### src/rtl/shift_pkg.sv
// Shared encodings for the shift-register sequencer.
// FSM states and pattern-mode constants.
package shift_pkg;

  typedef enum logic [1:0] {
    ST_IDLE  = 2'd0,
    ST_RUN   = 2'd1,
    ST_PAUSE = 2'd2
  } state_t;

  localparam logic [1:0] MD_ROL  = 2'b00;
  localparam logic [1:0] MD_ROR  = 2'b01;
  localparam logic [1:0] MD_PING = 2'b10;
  localparam logic [1:0] MD_JOHN = 2'b11;

endpackage

### src/rtl/step_prescaler.sv
// Free-running step prescaler: counts 0..DIV-1 while enabled.
// tick marks the last count; clr beats en.
module step_prescaler #(
  parameter int N   = 26,
  parameter int DIV = 50000000
) (
  input  logic clk,
  input  logic reset,
  input  logic en,
  input  logic clr,
  output logic tick
);

  localparam logic [N-1:0] LP_LAST = N'(DIV - 1);

  logic [N-1:0] r_cnt;

  assign tick = en && (r_cnt == LP_LAST);

  always_ff @(posedge clk) begin
    if (reset || clr) begin
      r_cnt <= '0;
    end else if (en) begin
      r_cnt <= tick ? '0 : r_cnt + 1'b1;
    end
  end

endmodule

### src/rtl/shift_seq_ctrl.sv
// Pattern sequencer: IDLE/RUN/PAUSE FSM driving a W-bit
// pattern register through rotate, ping-pong and Johnson modes.
module shift_seq_ctrl
  import shift_pkg::*;
#(
  parameter int W   = 8,
  parameter int DIV = 50000000,
  parameter int N   = 26
) (
  input  logic         clk,
  input  logic         reset,
  input  logic         start,
  input  logic         pause,
  input  logic         stop,
  input  logic         load,
  input  logic [W-1:0] load_val,
  input  logic [1:0]   mode,
  output logic [W-1:0] q,
  output logic         dir,
  output logic         busy,
  output logic         step
);

  state_t       r_state;
  state_t       w_state_nxt;
  logic [W-1:0] r_q;
  logic [W-1:0] w_q_nxt;
  logic         r_dir;
  logic         w_dir_nxt;
  logic [1:0]   r_mode;
  logic [1:0]   w_mode_nxt;
  logic         r_step;
  logic         w_step_nxt;
  logic [W-1:0] w_sh_q;
  logic         w_sh_dir;
  logic         w_cnt_en;
  logic         w_cnt_clr;
  logic         w_tick;

  // Counter runs only in RUN with no stop/pause this cycle.
  assign w_cnt_en  = (r_state == ST_RUN) && !stop && !pause;
  assign w_cnt_clr = stop || ((r_state == ST_IDLE) && start);

  step_prescaler #(
    .N   (N),
    .DIV (DIV)
  ) u_presc (
    .clk   (clk),
    .reset (reset),
    .en    (w_cnt_en),
    .clr   (w_cnt_clr),
    .tick  (w_tick)
  );

  always_comb begin
    w_sh_q   = r_q;
    w_sh_dir = r_dir;
    unique case (r_mode)
      MD_ROL:  w_sh_q = {r_q[W-2:0], r_q[W-1]};
      MD_ROR:  w_sh_q = {r_q[0], r_q[W-1:1]};
      MD_PING: begin
        if (!r_dir && r_q[W-1]) begin
          w_sh_dir = 1'b1;
          w_sh_q   = r_q >> 1;
        end else if (r_dir && r_q[0]) begin
          w_sh_dir = 1'b0;
          w_sh_q   = r_q << 1;
        end else begin
          w_sh_q = r_dir ? (r_q >> 1) : (r_q << 1);
        end
      end
      MD_JOHN: w_sh_q = {r_q[W-2:0], ~r_q[W-1]};
      default: w_sh_q = r_q;
    endcase
  end

  always_comb begin
    w_state_nxt = r_state;
    w_q_nxt     = r_q;
    w_dir_nxt   = r_dir;
    w_mode_nxt  = r_mode;
    w_step_nxt  = 1'b0;
    if (stop) begin
      w_state_nxt = ST_IDLE;
      w_q_nxt     = '0;
      w_dir_nxt   = 1'b0;
    end else begin
      unique case (r_state)
        ST_RUN: begin
          if (pause) begin
            w_state_nxt = ST_PAUSE;
          end else if (w_tick) begin
            w_q_nxt    = w_sh_q;
            w_dir_nxt  = w_sh_dir;
            w_step_nxt = 1'b1;
          end
        end
        ST_IDLE, ST_PAUSE: begin
          if (start) begin
            w_state_nxt = ST_RUN;
            w_mode_nxt  = mode;
            if (r_state == ST_IDLE) begin
              w_dir_nxt = (mode == MD_ROR);
            end
          end else if (load) begin
            w_q_nxt = load_val;
          end
        end
        default: w_state_nxt = ST_IDLE;
      endcase
    end
  end

  always_ff @(posedge clk) begin
    if (reset) begin
      r_state <= ST_IDLE;
      r_q     <= '0;
      r_dir   <= 1'b0;
      r_mode  <= MD_ROL;
      r_step  <= 1'b0;
    end else begin
      r_state <= w_state_nxt;
      r_q     <= w_q_nxt;
      r_dir   <= w_dir_nxt;
      r_mode  <= w_mode_nxt;
      r_step  <= w_step_nxt;
    end
  end

  assign q    = r_q;
  assign dir  = r_dir;
  assign busy = (r_state == ST_RUN);
  assign step = r_step;

endmodule

### config.mk
export PLATFORM = sky130hd
export DESIGN_NAME = shift_seq_ctrl
export DESIGN_NICKNAME = d
export VERILOG_FILES = /design/src/rtl/shift_pkg.sv /design/src/rtl/step_prescaler.sv /design/src/rtl/shift_seq_ctrl.sv
export SDC_FILE = /design/constraint.sdc
export NUM_CORES = 1
export LEC_CHECK = 0
export BUFFER_PORTS_ARGS = -buffer_cell sky130_fd_sc_hd__clkbuf_2
export CORE_MARGIN = 3
export CORE_UTILIZATION = 35
export DETAILED_ROUTE_END_ITERATION = 16
export SLEW_MARGIN = 20
export SYNTH_ARGS = -nofsm -noshare
export SYNTH_HDL_FRONTEND = slang
export SYNTH_SLANG_ARGS = --single-unit
### constraint.sdc
create_clock -name clk -period 2.7 [get_ports clk]
set_clock_uncertainty 0.1 [all_clocks]
set_input_delay 0.27 -clock clk [delete_from_list [all_inputs] [get_ports clk]]
set_output_delay 0.27 -clock clk [all_outputs]
set_load 0.005 [all_outputs]
==> impl_metrics.yaml <==
drt:
  vias: 1890
  drc: 0
  postRouteWirelength_um: 4720
  drtPass1Iterations: 4
  postRouteAntennaNets: 0
  via_per_inst: 5.32
  dr.first_iter.drc_count: 70
  routedWlPerCell_um: 13.3
clocking:
  cts.path.max_buffers: 2
  cts_inserted_buffers: 5
  clk_latency_ns: 0.30
  hold_buffers: 0
  cts_sinks: 40
  cts_tree: "done"
  ctsResizeCount: 0
  clkSlewWorstSetupHoldPaths_ns: 0.08
  htree_levels: 2
  clockRootBuffer: "clkbuf_8"
  cts_setup_buffers: 0
hold_path:
  min_from: "reset"
  min_to: "r_mode[0]$_SDFFE_PP0P_"
  min_path_cells: 2
  hold_class: "primary input to flip-flop"
power:
  internal_power_uw: 955
  pwr-share-comb_pct: 6.6
  power_density_mw_per_mm2: 500
  seqPwrFrac_pct: 49.3
  power.clock.fraction_pct: 44.0
  irDropWorstVdd_mv: 0.298
  swShare_pct: 22.1
  p_leak_nw: 0.880
  p_sw_uw: 271
sta:
  slew_viol_final: 0
  slew_headroom_pct: 64.5
  worstMarginPinSlew_ns: 0.527
  fin_crit_ns: 2.27
  hold_viol: 0
  timing.setup.tns_ns: 0
  fin_crit_sh_pct: 84.2
  fmax_mhz: 440
  setup_violations: 0
  rsz0062_at_grt: "false"
yosys:
  synth_xor_xnor_area_share_pct: 9.91
  ys_warn_count: 0
  synthMuxAreaShare_pct: 0.944
  synth_edf_count: 0
  synth_ff_type: "dfxtp_1"
  synth-simple-area-share_pct: 32.3
  syn_avg_cell_area_sq_um: 8.38
  seq_area_frac_synth_pct: 37.8
  syn_area_sq_mm: 0.00212
  synth.distinct_cells: 48
  async_flop_share_pct: 0
  synth_adder_area_share_pct: 0.590
  synth_seq_cells: 40
  syn_nets: 270
  synth_top_family_by_area: "simple AND/OR/NAND/NOR gates"
  synth_compound_area_share_pct: 14.6
  syn-instance-count: 253
setup_path:
  timing.rr.end: "q[1]$_SDFFE_PP0P_"
  r2r_start: "r_state[1]$_SDFFE_PP0P_"
  arrival_ns: 2.42
  worstSetupPathType: "flip-flop to flip-flop"
  worstPathRequired_ns: 2.85
  cp-start-kind: "flip-flop"
  r2r_slack_ns: 0.43
  end_kind: "flip-flop"
  critPathMaxFanout: 16
  slowest_stage: "or4b_1"
  cp_slowest_stage_delay_ns: 0.69
  reg2reg_depth: 5
  crit_chain: "or4b_1 -> nor3_4 -> a31oi_4 -> nor4_1 -> a31o_1"
finish:
  antenna_cells: 0
  nNetsFinal: 299
  post_route_cells_drive_above_1_share_pct: 16.6
  fillers: 604
  area_growth_pct: 15.6
  layout.cells.non_filler: 355
global_route:
  grt_max_degree: 20
  grt_pass1_wl_um: 8380
  track_usage_pct: 14.1
  grt_overflow: 0
  grt_pass1_vias: 1778
  antenna_found_initial: 0
floorplanning:
  rows: 27
  core-area_sq_mm: 0.00568
  initial_utilization_pct: 37.4
  die_w_um: 83.8
  die_h_um: 83.8
  dieArea_sq_mm: 0.00703
  io_pins: 27
run:
  max_cap_violations: 0
placement:
  gp_congestion: 0.786
  io_buffers: 26
  placed_cells: 347
  dp_hpwl_um: 3520
status:
  outcome: "completed"
==> power by group through the flow <==
stage	clock (mW)	combinational (mW)	sequential [mW]
floorplan	0	0.0540	0.614
global placement	0	0.0810	0.619
detailed placement	0	0.0820	0.619
CTS	0.560	0.0822	0.605
global route	0.574	0.0916	0.606
finish	0.540	0.0815	0.605
==> worst max path at each step <==
stage / from / cells after the start / endpoint / slack, ns
after global routing: r_state[1]$_SDFFE_PP0P_ / 5 / q[1]$_SDFFE_PP0P_ / 0.24
after floorplan: r_state[1]$_SDFFE_PP0P_ / 7 / u_presc.r_cnt[12]$_SDFFE_PP0P_ / 0.71
final: r_state[1]$_SDFFE_PP0P_ / 5 / q[1]$_SDFFE_PP0P_ / 0.43
after CTS: r_state[1]$_SDFFE_PP0P_ / 5 / q[1]$_SDFFE_PP0P_ / 0.42
after detailed placement: pause / 6 / q[1]$_SDFFE_PP0P_ / 0.43
after global placement: pause / 6 / q[1]$_SDFFE_PP0P_ / 0.47
==> critical path: cells and delay by family (launching register included) <==
kind | cells | cell delay (ns)
compound gates | 2 | 0.37
flops | 1 | 0.37
simple gates | 3 | 1.39
==> cells by family (layout without fill, tap and decap cells) <==
logic type,count (synthesis),count (layout)
xor gates and xnor gates,24,24
adders and majority gates,1,1
AOI/OAI and AO/OA,45,45
DFF,40,40
buffers and inverters,16,46
and+or+nand+nor,125,125
muxes,2,2
==> cells in the final DEF, fill, tap and decap left out, types with 5 or more instances in the layout <==
cell type,n
nor4_1,5
nand4_1,14
nand3_1,17
xor2_1,19
a21oi_1,7
inv_1,6
o21ai_0,12
dfxtp_1,40
clkbuf_2,26
nand2_1,18
clkbuf_8,7
xnor2_1,5
nor2_1,42
buf_4,6
==> metal layers <==
metal | wire length (um) | up-vias | global-route usage, %
met4 | 47 | 0 | 3.80
met3 | 197 | 5 | 3.75
li1 | - | 971 | -
met5 | 0 | - | 0
met1 | 2380 | 886 | 19.8
met2 | 2090 | 28 | 21.4
==> cells in the mapped netlist (3+ instances only) <==
master / count / share of area [%]
a21oi_1: 7 / 1.7
clkbuf_1: 6 / 1.1
dfxtp_1: 40 / 38
inv_1: 6 / 1.1
nand2_1: 18 / 3.2
nand2b_1: 4 / 1.2
nand3_1: 17 / 4.0
nand4_1: 14 / 4.1
nor2_1: 42 / 7.4
nor2b_1: 4 / 1.2
nor4_1: 5 / 1.5
nor4_4: 3 / 3.0
o211ai_1: 3 / 1.1
o21ai_0: 12 / 2.8
o22ai_1: 4 / 1.2
o31ai_1: 3 / 1.1
xnor2_1: 5 / 2.1
xor2_1: 19 / 7.8
==> flip-flops by register name (all words and copies together), names as in the netlist <==
name	count
u_presc.r_cnt	26
q	8
r_mode	2
r_state	2
dir	1
step	1
==> layout make-up <==
class,count,area [sq um],area share (%)
multi-input combinational,197,1240,50.5
sequential,40,801,32.7
timing repair buffer,32,175,7.14
clock buffer,7,96.3,3.93
tap,72,90.1,3.67
clock inverter,1,30.0,1.22
inverter,6,22.5,0.918
==> per-stage QoR <==
stage	hold WS [ns]	area [sq um]	util [%]	power [mW]	setup slack (ns)
5_1_grt	0.127	2450	43.2	1.27	0.243
3_5_place_dp	0.386	2330	41.0	0.701	0.434
6_report	0.107	2450	43.2	1.23	0.428
3_3_place_gp	0.395	2330	41.0	0.700	0.466
2_1_floorplan	0.239	2120	-	0.669	0.707
4_1_cts	0.0898	2450	43.2	1.25	0.420
(Power assumes the default switching activity.)
